### src/rtl/ascon_op_scheduler.sv
// Ascon operation sequencer: steps INIT/AD/MSG/FINAL/SQUEEZE for AEAD, hash, xof and cxof,
// launching the shared permutation and pulsing the state-update strobes in between.
module ascon_op_scheduler #(
    parameter int unsigned PA_ROUNDS = 12,
    parameter int unsigned PB_ROUNDS = 6
) (
    input  logic       clk,
    input  logic       spi_rst_n,
    input  logic [2:0] operation_mode,
    input  logic       start,
    input  logic [3:0] ad_blocks,
    input  logic [3:0] msg_blocks,
    input  logic [3:0] sq_blocks,
    input  logic       perm_done,
    output logic       perm_start,
    output logic [3:0] perm_rounds,
    output logic [2:0] phase,
    output logic       key_xor_init,
    output logic       key_xor_final,
    output logic       dsep,
    output logic       sq_valid,
    output logic [3:0] blk_idx,
    output logic       busy,
    output logic       done,
    output logic       err
);
    localparam logic [3:0] RND_PA = 4'(PA_ROUNDS);
    localparam logic [3:0] RND_PB = 4'(PB_ROUNDS);

    localparam logic [2:0] PH_IDLE    = 3'd0;
    localparam logic [2:0] PH_INIT    = 3'd1;
    localparam logic [2:0] PH_AD      = 3'd2;
    localparam logic [2:0] PH_MSG     = 3'd3;
    localparam logic [2:0] PH_FINAL   = 3'd4;
    localparam logic [2:0] PH_SQUEEZE = 3'd5;
    localparam logic [2:0] PH_DONE    = 3'd6;

    localparam logic [2:0] MODE_ENC  = 3'd1;
    localparam logic [2:0] MODE_DEC  = 3'd2;
    localparam logic [2:0] MODE_HASH = 3'd3;
    localparam logic [2:0] MODE_CXOF = 3'd5;

    typedef enum logic [2:0] {
        ST_IDLE, ST_WAIT, ST_KXI, ST_DSEP, ST_KXF, ST_SQV, ST_DONE
    } state_t;

    state_t     state_q, state_d;
    logic [2:0] mode_q, mode_d;
    logic [3:0] ad_q, ad_d, msg_q, msg_d, sq_q, sq_d;
    logic [2:0] phase_d;
    logic [3:0] blk_d, perm_rounds_d;
    logic       perm_start_d, key_xor_init_d, key_xor_final_d, dsep_d, sq_valid_d;
    logic       busy_d, done_d, err_d;

    logic       is_aead, is_cxof;
    logic [3:0] blk_nxt, ad_rounds;
    logic       issue, go_dsep, go_kxf, go_sqv, go_done;
    logic [3:0] issue_rounds, issue_blk, sqv_blk;
    logic [2:0] issue_phase;

    assign is_aead   = (mode_q == MODE_ENC) || (mode_q == MODE_DEC);
    assign is_cxof   = (mode_q == MODE_CXOF);
    assign blk_nxt   = blk_idx + 4'd1;
    assign ad_rounds = is_aead ? RND_PB : RND_PA;

    // Next-state: each step either launches a permutation or emits one strobe cycle.
    always_comb begin
        state_d         = state_q;
        mode_d          = mode_q;
        ad_d            = ad_q;
        msg_d           = msg_q;
        sq_d            = sq_q;
        phase_d         = phase;
        blk_d           = blk_idx;
        perm_rounds_d   = perm_rounds;
        busy_d          = busy;
        perm_start_d    = 1'b0;
        key_xor_init_d  = 1'b0;
        key_xor_final_d = 1'b0;
        dsep_d          = 1'b0;
        sq_valid_d      = 1'b0;
        done_d          = 1'b0;
        err_d           = 1'b0;
        issue           = 1'b0;
        issue_rounds    = RND_PA;
        issue_phase     = phase;
        issue_blk       = 4'd0;
        go_dsep         = 1'b0;
        go_kxf          = 1'b0;
        go_sqv          = 1'b0;
        go_done         = 1'b0;
        sqv_blk         = 4'd0;

        unique case (state_q)
            ST_IDLE: begin
                if (start) begin
                    if (operation_mode != 3'd0 && operation_mode <= MODE_CXOF) begin
                        mode_d      = operation_mode;
                        ad_d        = ad_blocks;
                        msg_d       = (msg_blocks == 4'd0) ? 4'd1 : msg_blocks;
                        sq_d        = (operation_mode == MODE_HASH) ? 4'd4 :
                                      (sq_blocks == 4'd0) ? 4'd1 : sq_blocks;
                        busy_d      = 1'b1;
                        issue       = 1'b1;
                        issue_phase = PH_INIT;
                    end else begin
                        err_d = 1'b1;
                    end
                end
            end
            ST_WAIT: begin
                if (perm_done) begin
                    unique case (phase)
                        PH_INIT: begin
                            if (is_aead) begin
                                state_d        = ST_KXI;
                                key_xor_init_d = 1'b1;
                            end else if (is_cxof && ad_q != 4'd0) begin
                                issue       = 1'b1;
                                issue_phase = PH_AD;
                            end else if (is_cxof) begin
                                go_dsep = 1'b1;
                            end else begin
                                issue       = 1'b1;
                                issue_phase = PH_MSG;
                            end
                        end
                        PH_AD: begin
                            if (blk_nxt < ad_q) begin
                                issue        = 1'b1;
                                issue_rounds = ad_rounds;
                                issue_phase  = PH_AD;
                                issue_blk    = blk_nxt;
                            end else begin
                                go_dsep = 1'b1;
                            end
                        end
                        PH_MSG: begin
                            if (is_aead) begin
                                if (blk_nxt < msg_q - 4'd1) begin
                                    issue        = 1'b1;
                                    issue_rounds = RND_PB;
                                    issue_phase  = PH_MSG;
                                    issue_blk    = blk_nxt;
                                end else begin
                                    go_kxf = 1'b1;
                                end
                            end else if (blk_nxt < msg_q) begin
                                issue       = 1'b1;
                                issue_phase = PH_MSG;
                                issue_blk   = blk_nxt;
                            end else begin
                                go_sqv = 1'b1;
                            end
                        end
                        PH_FINAL:   go_done = 1'b1;
                        PH_SQUEEZE: begin
                            go_sqv  = 1'b1;
                            sqv_blk = blk_nxt;
                        end
                        default:    go_done = 1'b1;
                    endcase
                end
            end
            ST_KXI: begin
                if (ad_q != 4'd0) begin
                    issue        = 1'b1;
                    issue_rounds = RND_PB;
                    issue_phase  = PH_AD;
                end else begin
                    go_dsep = 1'b1;
                end
            end
            ST_DSEP: begin
                if (!is_aead) begin
                    issue       = 1'b1;
                    issue_phase = PH_MSG;
                end else if (msg_q > 4'd1) begin
                    issue        = 1'b1;
                    issue_rounds = RND_PB;
                    issue_phase  = PH_MSG;
                end else begin
                    go_kxf = 1'b1;
                end
            end
            ST_KXF: begin
                issue       = 1'b1;
                issue_phase = PH_FINAL;
            end
            ST_SQV: begin
                if (blk_nxt < sq_q) begin
                    issue       = 1'b1;
                    issue_phase = PH_SQUEEZE;
                    issue_blk   = blk_idx;
                end else begin
                    go_done = 1'b1;
                end
            end
            ST_DONE: begin
                state_d       = ST_IDLE;
                phase_d       = PH_IDLE;
                blk_d         = 4'd0;
                perm_rounds_d = 4'd0;
                busy_d        = 1'b0;
            end
            default: state_d = ST_IDLE;
        endcase

        if (issue) begin
            state_d       = ST_WAIT;
            perm_start_d  = 1'b1;
            perm_rounds_d = issue_rounds;
            phase_d       = issue_phase;
            blk_d         = issue_blk;
        end
        if (go_dsep) begin
            state_d = ST_DSEP;
            dsep_d  = 1'b1;
            phase_d = PH_MSG;
            blk_d   = 4'd0;
        end
        if (go_kxf) begin
            state_d         = ST_KXF;
            key_xor_final_d = 1'b1;
            phase_d         = PH_FINAL;
            blk_d           = 4'd0;
        end
        if (go_sqv) begin
            state_d    = ST_SQV;
            sq_valid_d = 1'b1;
            phase_d    = PH_SQUEEZE;
            blk_d      = sqv_blk;
        end
        if (go_done) begin
            state_d = ST_DONE;
            done_d  = 1'b1;
            phase_d = PH_DONE;
            blk_d   = 4'd0;
        end
    end

    // State, latched request and registered outputs.
    always_ff @(posedge clk or negedge spi_rst_n) begin
        if (!spi_rst_n) begin
            state_q       <= ST_IDLE;
            mode_q        <= 3'd0;
            ad_q          <= 4'd0;
            msg_q         <= 4'd0;
            sq_q          <= 4'd0;
            phase         <= PH_IDLE;
            blk_idx       <= 4'd0;
            perm_rounds   <= 4'd0;
            perm_start    <= 1'b0;
            key_xor_init  <= 1'b0;
            key_xor_final <= 1'b0;
            dsep          <= 1'b0;
            sq_valid      <= 1'b0;
            busy          <= 1'b0;
            done          <= 1'b0;
            err           <= 1'b0;
        end else begin
            state_q       <= state_d;
            mode_q        <= mode_d;
            ad_q          <= ad_d;
            msg_q         <= msg_d;
            sq_q          <= sq_d;
            phase         <= phase_d;
            blk_idx       <= blk_d;
            perm_rounds   <= perm_rounds_d;
            perm_start    <= perm_start_d;
            key_xor_init  <= key_xor_init_d;
            key_xor_final <= key_xor_final_d;
            dsep          <= dsep_d;
            sq_valid      <= sq_valid_d;
            busy          <= busy_d;
            done          <= done_d;
            err           <= err_d;
        end
    end
endmodule

### config.mk
export PLATFORM = sky130hd
export DESIGN_NAME = ascon_op_scheduler
export DESIGN_NICKNAME = d
export VERILOG_FILES = /design/src/rtl/ascon_op_scheduler.sv
export SDC_FILE = /design/constraint.sdc
export NUM_CORES = 1
export LEC_CHECK = 0
export ABC_AREA = 1
export CAP_MARGIN = 25
export CORE_ASPECT_RATIO = 2
export CORE_MARGIN = 1.5
export CORE_UTILIZATION = 40
export CTS_CLUSTER_DIAMETER = 60
export CTS_CLUSTER_SIZE = 20
export DETAILED_ROUTE_END_ITERATION = 16
export PLACE_DENSITY = 0.67
export SYNTH_ARGS = -nofsm -noshare
export SYNTH_HDL_FRONTEND = slang
export SYNTH_SLANG_ARGS = --single-unit
### constraint.sdc
create_clock -name clk -period 2.55 [get_ports clk]
set_input_delay 0.255 -clock clk [delete_from_list [all_inputs] [get_ports clk]]
set_output_delay 0.255 -clock clk [all_outputs]
set_load 0.1 [all_outputs]
==> run summary, run 1 <==
Outcome - finished, final reports clean
Final GP Congestion - 0.944
Worst r2r path cells - 15
RR Endpoint - phase[2]$_DFFE_PN0P_
Post-route DRC - 0
Longest Clk Path Bufs - 2
Dpl cell area - 0.00274 mm2
Slack of the worst reg-to-reg path - 190 ps
Post-synth top cells - 80 x nand2_1, 40 x inv_1, 36 x dfrtp_1
Crit. End Element - flip-flop
Most common cell in the synthesized netlist - nand2_1
Critical Path Start - blk_idx[0]$_DFFE_PN0P_
Crit-path slowest cell - dfrtp_2
Nets - 381
TritonCTS clock tree - done
Port bufs - 36
Starting Density - 41.4%
Unique masters post-synth - 39
Synthesis Warnings - 0
Antenna diodes - 0
Post-DP HPWL - 4870 um
TritonCTS Buffers - 5
GRT Overall Usage - 20.2%
Routed len/inst - 14.4 um
Clock sink count - 36
Cell taking the most area after synthesis - dfrtp_1
Yosys reg bits - 36
Clock Power Share - 14.2%
DRT iter0 DRCs - 34
Setup_tns - 0 ps
Combinational Power Share - 62.0%
Setup crit start kind - flip-flop
Synthesized net count - 338
Crit path required time - 2720 ps
Switching Power - 0.00218 W
DR vias/cell - 5.10
Die Span Y - 111 um
Async SR Flop Fraction - 100%
Die Wd - 57.1 um
Antenna-violating nets left - 0
Skew final - 3.86 ps
Number of global-route vias before repair - 2,032
Period utilisation layout - 92.6%
Final setup vio count - 0
Cells after Synth - 307
Mapped Area - 0.00234 mm2
P_int - 0.00190 W
Via count - 2,096
Root Buffer Master - clkbuf_16
Worst Path Arrival - 2530 ps
Switching share of total power - 53.5%
R2R Path Start - blk_idx[0]$_DFFE_PN0P_
Die area - 0.00635 mm2
EDFF count, synth - 0
RSZ-0062 raised after global routing - no
Syn_area_per_cell - 7.63 um2
Worst hold path class - in2async
Maximum number of pins on one net before global-route repair - 37
Worst-skew pair later-pin latency - 290 ps
Worst slew margin - 48.0%
P&R area growth vs syn - 23.0%
Rows - 39
Crit-path cells - nand3_1, nand2_2, nand2_4, clkinv_2, ha_1, a21oi_2, nand2_1, nand2_1, nand2_1, nand2_1, nand3_2, clkinv_2, nand2_1, nor2_1, nand2_1
Htree depth - 2
Worst vdd ir - 0.000970 V
Design Area, Final - 0.00288 mm2
Clk slew on worst S/H paths - 50 ps
Top cells by area, synth - dfrtp_1 38%, nand2_1 13%, ha_1 6.4%
P_leak - 1.52 nW
Minimum clock period - 2360 ps
Gr ovfl total - 0
Total Wirelength - 5910 um
Max stage delay on crit path - 450 ps
Most frequent CP cell - nand2_1
Fmax - 424 MHz
Crit path kind - reg2reg
Core Area - 0.00566 mm2
Seq/Total Area, Yosys - 38.5%
Area share of the largest cell type after synthesis - 38.5%
Top-Level Pins - 38
CP Max Fanout - 7
Pwr per Cell Area - 1420 mW/mm2
Worst-Margin Slew - 779 ps
Final Slew Violations - 0
Drt first pass iters - 4
Number of max-cap violations - 0
Register share of total power - 23.8%
First-pass GRT wire length - 9430 um
Fraction of layout cells with a size suffix above 1 - 22.0%
Initial antenna violation count - 0
Top_reg_cell synth - dfrtp_1
Final hold vios - 0
-- power groups by stage --
stage | registers [W] | clock network [W] | logic, W
floorplan | 0.00148 | 0 | 0.00143
global placement | 0.000977 | 0 | 0.00249
detailed placement | 0.000986 | 0 | 0.00251
CTS | 0.000977 | 0.000589 | 0.00252
global route | 0.000999 | 0.000617 | 0.00276
finish | 0.000971 | 0.000578 | 0.00253
-- final cells by class --
type,count,area (um2)
Clock inverter,1,5.00
Clock buffer,6,129
Sequential cell,36,906
Multi-Input combinational cell,215,1220
Timing Repair Buffer,41,348
Inverter,51,196
Tap cell,61,76.3
Fill cell,582,2780
-- worst max-delay path: cells and delay by family (launching register included) --
family | cells | cell delay [ps]
and+or+nand+nor | 11 | 1110
DFF | 1 | 450
adders and majority gates | 1 | 320
buffers and inverters | 2 | 200
AOI/OAI and AO/OA | 1 | 160
-- placed cells by master, fill, tap and decap left out, types with 3 or more instances in the layout --
| master | count |
|---|---|
| buf_4 | 23 |
| nor3_1 | 6 |
| o21ai_0 | 21 |
| clkinv_2 | 3 |
| inv_2 | 8 |
| nor4_1 | 3 |
| nand2_4 | 3 |
| clkbuf_16 | 5 |
| nand2_1 | 80 |
| a21oi_1 | 5 |
| ha_1 | 12 |
| inv_1 | 40 |
| dfrtp_2 | 4 |
| clkdlybuf4s50_1 | 17 |
| dfrtp_1 | 32 |
| nand2_2 | 11 |
| nand3_1 | 18 |
| nor2_1 | 25 |
| nand4_1 | 5 |
| nand3_2 | 5 |
-- how the worst max path moves through the flow --
| stage | to | depth (start not counted) |
|---|---|---|
| after floorplan | blk_idx[2]$_DFFE_PN0P_ | 16 |
| after global placement | phase[2]$_DFFE_PN0P_ | 15 |
| after detailed placement | phase[2]$_DFFE_PN0P_ | 15 |
| after CTS | phase[2]$_DFFE_PN0P_ | 15 |
| after global routing | blk_idx[3]$_DFFE_PN0P_ | 16 |
| final | phase[2]$_DFFE_PN0P_ | 15 |
-- registers in the layout (all words and copies together), names as in the netlist --
| name | cells |
|---|---|
| ad_q | 4 |
| key_xor_init | 1 |
| blk_idx | 4 |
| phase | 3 |
| key_xor_final | 1 |
| sq_valid | 1 |
| dsep | 1 |
| perm_start | 1 |
| perm_rounds | 3 |
| err | 1 |
| state_q | 3 |
| sq_q | 4 |
| done | 1 |
| mode_q | 3 |
| busy | 1 |
| msg_q | 4 |
-- per-layer routing --
| metal | up-vias | GRT usage, % | share of wire (%) |
|---|---|---|---|
| met5 | - | 0 | 0 |
| li1 | 1063 | - | - |
| met3 | 27 | 3.38 | 2.5 |
| met4 | 0 | 18.1 | 8.7 |
| met2 | 50 | 36.5 | 57 |
| met1 | 956 | 17.8 | 32 |
-- kinds of logic after synthesis --
group                    synth area share (%)
AND/OR/NAND/NOR                          35.5
adder cells (fa/ha/maj)                  6.41
flip-flops                               38.5
buffers and inverters                    9.78
other                                   0.160
AO/OA/AOI/OAI                            8.92
XOR/XNOR                                0.748
-- repair_timing --
item / CTS / global route
resized for setup: 0 / 1
hold buffers: 0 / 0
endpoints found under the setup margin: 0 / 6
buffers inserted: 0 / 1
-- stage by stage --
| step | hold slack (ps) | power [W] | util (%) | setup slack (ps) | instances |
|---|---|---|---|---|---|
| floorplan | -40.6 | 0.00291 | - | 23.5 | 307 |
| global placement | 381 | 0.00347 | 48.3 | 158 | 403 |
| detailed placement | 387 | 0.00350 | 48.3 | 148 | 403 |
| CTS | 88.6 | 0.00409 | 50.7 | 146 | 410 |
| global route | 134 | 0.00437 | 50.9 | 20.9 | 411 |
| finish | 44.2 | 0.00408 | 50.9 | 189 | 411 |
No activity file was read; power rests on OpenSTA's default activity.
==> run 2, diff against run 1 <==
- GPL_ROUTABILITY_DRIVEN: unset -> 0
- GPL_TIMING_DRIVEN: unset -> 0
==> run 2 against run 1 <==
Against the previous run:
- non-clock buffer count grew 1
- maximum frequency shrank 0.87%
- highest routed layer unchanged
- worst setup slack lost 21 ps
- critical path type unchanged
- critical endpoint is now blk_idx[1]$_DFFE_PN0P_
- combinational power grew 2%
- largest cell class unchanged
==> run summary, run 2 (same netlist as run 1, synthesis figures left out) <==
Rows - 39 (unchanged)
Multi-input gate area - 0.00125 mm2 (+2.4%)
Fraction of layout cells with a size suffix above 1 - 17.9% (-4.1 points)
Final setup vio count - 0 (unchanged)
Fmax - 420 MHz (-0.87%)
Worst hold path class - in2async
Period utilisation layout - 93.4% (+0.82 points)
Combinational Power Share - 60.3% (-1.7 points)
Dpl ws - 35.9 ps (-112 ps)
Hold_buf cts - 0 (unchanged)
Drt first pass iters - 4 (unchanged)
Setup crit start kind - flip-flop
Worst slew margin - 35.1% (-13 points)
Initial antenna violation count - 0 (unchanged)
Minimum clock period - 2380 ps (+20.8 ps)
DR vias/cell - 5.07 (-0.67%)
GRT Overall Usage - 19.5% (-0.72 points)
Routed len/inst - 13.8 um (-3.9%)
Worst setup margin - 168 ps (-20.8 ps)
Die Span Y - 111 um (unchanged)
RR Endpoint - blk_idx[1]$_DFFE_PN0P_
P_leak - 1.52 nW (about the same)
Most frequent cells in the layout - 79 x nand2_1, 40 x inv_1, 35 x clkdlybuf4s50_1
Most common cell after layout, fill and taps aside - nand2_1
Die area - 0.00635 mm2 (unchanged)
Outcome - finished, final reports clean
TritonCTS Buffers - 5 (unchanged)
Htree depth - 2 (unchanged)
Total Wirelength - 5710 um (-3.4%)
Worst-Margin Slew - 970 ps (+191 ps)
Crit path required time - 2760 ps (+40 ps)
CP Max Fanout - 8 (+1)
Pwr per Cell Area - 1420 mW/mm2 (+0.43%)
Worst Path Arrival - 2600 ps (+70 ps)
Register share of total power - 22.3% (-1.5 points)
Nets - 382 (+0.26%)
Antenna-violating nets left - 0 (unchanged)
Antenna diodes - 0 (unchanged)
TritonCTS clock tree - done
Crit-path slowest cell - dfrtp_2
Core Area - 0.00566 mm2 (unchanged)
Die Wd - 57.1 um (unchanged)
Crit-path cells - buf_6, nand3_1, nand2_2, nand2_4, clkinv_2, ha_4, a21oi_2, buf_4, nand3_1, nand4_4, nand2_4, nand3_4, o21ai_4, nand2_1, nand2_1
P_int - 0.00209 W (+10%)
Worst r2r path cells - 15 (unchanged)
Number of max-cap violations - 0 (unchanged)
Top-Level Pins - 38 (unchanged)
Maximum number of pins on one net before global-route repair - 37 (unchanged)
Switching Power - 0.00218 W (about the same)
Root Buffer Master - clkbuf_16
Clock Power Share - 17.4% (+3.2 points)
Clock sink count - 36 (unchanged)
DRT iter0 DRCs - 55 (+62%)
P&R area growth vs syn - 28.4%
Longest Clk Path Bufs - 2 (unchanged)
Post-route DRC - 0 (unchanged)
Crit path kind - reg2reg
Clk slew on worst S/H paths - 50 ps (about the same)
Final hold vios - 0 (unchanged)
Worst-skew pair later-pin latency - 280 ps (about the same)
Fill cells - 561 (-3.6%)
Setup_tns - 0 ps (unchanged)
Worst vdd ir - 0.00101 V (+4.3%)
R2R Path Start - blk_idx[0]$_DFFE_PN0P_
First-pass GRT wire length - 9360 um (-0.73%)
Gr ovfl total - 0 (unchanged)
Final Slew Violations - 0 (unchanged)
Post-DP HPWL - 4540 um (-6.7%)
FF/Latch Area - 906 um2 (unchanged)
Slack of the worst reg-to-reg path - 170 ps (-20 ps)
Port bufs - 36 (unchanged)
Crit. End Element - flip-flop
Switching share of total power - 51.0% (-2.5 points)
Max stage delay on crit path - 420 ps (-30 ps)
Number of global-route vias before repair - 2,065 (+1.6%)
Starting Density - 41.4% (unchanged)
Via count - 2,092 (-0.19%)
Skew final - 3.07 ps (-0.785 ps)
RSZ-0062 raised after global routing - no
==> run 2: power by group through the flow <==
stage | clock, W | combinational, W | sequential [W]
2_1_floorplan | 0 | 0.00143 | 0.00148
3_3_place_gp | 0 | 0.00250 | 0.000955
3_5_place_dp | 0 | 0.00254 | 0.000963
4_1_cts | 0.000752 | 0.00256 | 0.000954
5_1_grt | 0.000778 | 0.00283 | 0.000983
6_report | 0.000743 | 0.00258 | 0.000955
==> run 2: cell type report <==
class | count | area share, %
buffer | 5 | 1.08
clock buffer | 7 | 5.08
clock inverter | 1 | 0.999
inverter | 51 | 6.53
multi-input combinational | 215 | 41.6
sequential | 36 | 30.1
tap | 61 | 2.54
timing repair buffer | 37 | 12.1
==> run 2: worst max path at each step <==
| stage | startpoint | endpoint | slack (ps) | depth (start not counted) |
|---|---|---|---|---|
| global placement | blk_idx[1]$_DFFE_PN0P_ | blk_idx[1]$_DFFE_PN0P_ | 50 | 14 |
| detailed placement | blk_idx[1]$_DFFE_PN0P_ | blk_idx[1]$_DFFE_PN0P_ | 40 | 14 |
| finish | blk_idx[0]$_DFFE_PN0P_ | blk_idx[1]$_DFFE_PN0P_ | 170 | 15 |
| CTS | blk_idx[1]$_DFFE_PN0P_ | blk_idx[1]$_DFFE_PN0P_ | 20 | 14 |
| global route | blk_idx[1]$_DFFE_PN0P_ | blk_idx[1]$_DFFE_PN0P_ | 6 | 15 |
| floorplan | blk_idx[0]$_DFFE_PN0P_ | blk_idx[2]$_DFFE_PN0P_ | 20 | 16 |
==> run 2: what timing repair did <==
item                                    CTS  global route
endpoints found under the hold margin     0             0
buffers inserted                          0             1
resized for setup                         0             5
endpoints found under the setup margin    0             8
==> run 2: per-layer routing <==
| layer | vias to the layer above | global-route usage (%) | wire length (um) |
|---|---|---|---|
| li1 | 1058 | - | - |
| met2 | 49 | 35.9 | 3300 |
| met1 | 967 | 17.4 | 1940 |
| met3 | 18 | 4.90 | 188 |
| met4 | 0 | 13.3 | 286 |
| met5 | - | 0 | 0 |
==> run 2: through the flow <==
step	total power, W	std cells	hold slack (ps)	instance area [um2]	util [%]
floorplan	0.00291	307	-40.6	2350	-
finish	0.00428	413	53.4	3010	53.1
global placement	0.00345	404	455	2780	49.2
detailed placement	0.00351	404	386	2780	49.1
global route	0.00459	413	130	3010	53.1
CTS	0.00427	412	86.6	2960	52.3
==> run 2: worst max-delay path: cells and delay by family, from the launching register on <==
family,cells,cell delay (ps)
flops,1,420
fa+ha+maj,1,290
compound gates,2,280
simple gates,9,950
buf+inv,3,370
==> run 3, diff against run 2 <==
==> constraint.sdc (replaced) <==
create_clock -name clk -period 2.55 [get_ports clk]
set_input_delay 0.255 -clock clk [delete_from_list [all_inputs] [get_ports clk]]
set_output_delay 0.255 -clock clk [all_outputs]
set_load 0.02 [all_outputs]
==> run 3 against run 2 <==
Against the previous run:
- critical path depth unchanged
- routed wire length is 0.30% higher
- worst setup slack worse by 20 ps
- core utilization increased by 0.088 points
- critical path type unchanged
- combinational power decreased by 18%
- cell area grew 0.17%
- die area unchanged
- sequential share of layout area shrank 0.17 points
- clock power down 19%
- clock skew rose by 3.7 ps
- hold slack better by 2.3 ps
==> run summary, run 3 (same netlist as run 1, synthesis figures left out) <==
P_leak - 1.54 nW (+1.3%)
CP Max Fanout - 5 (-3)
TritonCTS clock tree - done
Final setup vio count - 0 (unchanged)
Fmax - 416 MHz (-0.82%)
Minimum clock period - 2400 ps (+19.8 ps)
Nets - 388 (+1.6%)
RR Endpoint - phase[0]$_DFFE_PN0P_
Port bufs - 36 (unchanged)
Period utilisation layout - 94.2% (+0.78 points)
Worst-Margin Slew - 795 ps (-175 ps)
Skew final - 6.75 ps (+3.68 ps)
R2R Path Start - blk_idx[1]$_DFFE_PN0P_
Routed len/inst - 13.7 um (-1.1%)
Setup_tns - 0 ps (unchanged)
Worst Path Arrival - 2570 ps (-30 ps)
Clk slew on worst S/H paths - 60 ps (about the same)
Total Wirelength - 5730 um (+0.30%)
Design Area, Final - 0.00301 mm2 (+0.17%)
First-pass GRT wire length - 9450 um (+0.96%)
Number of global-route vias before repair - 2,138 (+3.5%)
Drt first pass iters - 6 (+2)
Final Slew Violations - 0 (unchanged)
Worst r2r path cells - 15 (unchanged)
Root Buffer Master - clkbuf_16
Antenna-violating nets left - 0 (unchanged)
Setup crit start kind - flip-flop
Slack of the worst reg-to-reg path - 150 ps (-20 ps)
Starting Density - 41.4% (unchanged)
Number of max-cap violations - 0 (unchanged)
Via count - 2,113 (+1.0%)
TritonCTS Buffers - 5 (unchanged)
Clock sink count - 36 (unchanged)
P&R area growth vs syn - 28.6%
Htree depth - 2 (unchanged)
Dpl cell area - 0.00277 mm2 (-0.18%)
Fill cells - 582 (+3.7%)
Worst slew margin - 47.0% (+12 points)
Worst hold path class - in2async
Crit path kind - reg2reg
Gr ovfl total - 0 (unchanged)
Worst vdd ir - 0.000756 V (-25%)
RSZ-0062 raised after global routing - no
Outcome - finished, final reports clean
Placed Instances - 404 (unchanged)
Final hold vios - 0 (unchanged)
Core Area - 0.00566 mm2 (unchanged)
Antenna diodes - 0 (unchanged)
Die area - 0.00635 mm2 (unchanged)
Crit path required time - 2710 ps (-50 ps)
Longest Clk Path Bufs - 2 (unchanged)
Worst-skew pair later-pin latency - 290 ps (about the same)
Most frequent cells in the layout - 79 x nand2_1, 40 x inv_1, 35 x dfrtp_1, 35 x clkdlybuf4s50_1, 25 x nor2_1
Maximum number of pins on one net before global-route repair - 37 (unchanged)
Initial antenna violation count - 0 (unchanged)
Post-DP HPWL - 4510 um (-0.70%)
Crit. End Element - flip-flop
Non-filler cells, final - 419 (+1.5%)
Fraction of layout cells with a size suffix above 1 - 18.7% (+0.82 points)
Pwr per Cell Area - 1220 mW/mm2 (-14%)
Die Span Y - 111 um (unchanged)
Most common cell after layout, fill and taps aside - nand2_1
GRT Overall Usage - 19.6% (+0.11 points)
Rows - 39 (unchanged)
DRT iter0 DRCs - 46 (-16%)
DR vias/cell - 5.04 (-0.44%)
Post-route DRC - 0 (unchanged)
Hold_buf cts - 0 (unchanged)
Die Wd - 57.1 um (unchanged)
Top-Level Pins - 38 (unchanged)
[run 3: worst max path at each step]
| stage | cells after the start | end | start |
|---|---|---|---|
| 2_1_floorplan | 16 | blk_idx[2]$_DFFE_PN0P_ | blk_idx[0]$_DFFE_PN0P_ |
| 3_3_place_gp | 14 | blk_idx[1]$_DFFE_PN0P_ | blk_idx[1]$_DFFE_PN0P_ |
| 3_5_place_dp | 14 | blk_idx[3]$_DFFE_PN0P_ | blk_idx[1]$_DFFE_PN0P_ |
| 4_1_cts | 14 | blk_idx[1]$_DFFE_PN0P_ | blk_idx[1]$_DFFE_PN0P_ |
| 5_1_grt | 15 | phase[0]$_DFFE_PN0P_ | blk_idx[0]$_DFFE_PN0P_ |
| 6_report | 15 | phase[0]$_DFFE_PN0P_ | blk_idx[1]$_DFFE_PN0P_ |
[run 3: cell type report]
class	count	area, um2	share of cell area (%)
well taps	61	76.3	2.53
clock inverters	3	18.8	0.623
inverters	51	199	6.61
clock buffers	5	125	4.15
plain buffers	5	32.5	1.08
flip-flops and latches	36	902	30.0
multi-input cells	215	1250	41.5
repair buffers	43	408	13.5
[run 3: repair_timing]
| item | 4_1_cts | 5_1_grt |
|---|---|---|
| gates resized for setup | 0 | 8 |
| setup buffers | 0 | 7 |
| setup endpoints to repair | 0 | 8 |
[run 3: where the power goes]
part / total [W] / internal, W / switching, W
sequential: 0.000953 / 0.000793 / 0.000159
clock: 0.000601 / 0.000360 / 0.000241
combinational: 0.00211 / 0.000792 / 0.00132
total: 0.00366 / 0.00195 / 0.00172
[run 3: per-layer routing]
metal / track usage [%] / up-vias / part of all wire [%]
met5: 0 / - / 0
met4: 16.6 / 0 / 8.7
met3: 4.55 / 33 / 3.9
met2: 34.3 / 67 / 53
met1: 17.9 / 942 / 34
li1: - / 1071 / -
[run 3: per-stage QoR]
step | hold slack, ps | worst slack, ps | utilization [%] | power, W
finish | 55.7 | 149 | 53.2 | 0.00366
global route | 137 | 3.52 | 53.2 | 0.00400
CTS | 88.8 | 28.2 | 51.5 | 0.00365
detailed placement | 396 | 48.1 | 49.0 | 0.00303
global placement | 456 | 60.4 | 49.1 | 0.00298
floorplan | -40.6 | 306 | - | 0.00245
[run 3: worst max-delay path, cell delays in order, from the launching register on]
cell	delay, ps
dfrtp_2	430
ha_2	200
xor2_2	220
buf_4	170
ha_1	260
inv_1	30
nor2_1	120
o21ai_2	80
nand3_2	130
nand3_2	100
inv_4	100
nand2_4	80
inv_2	80
nor2_1	50
nor2_1	150
nand3_1	90
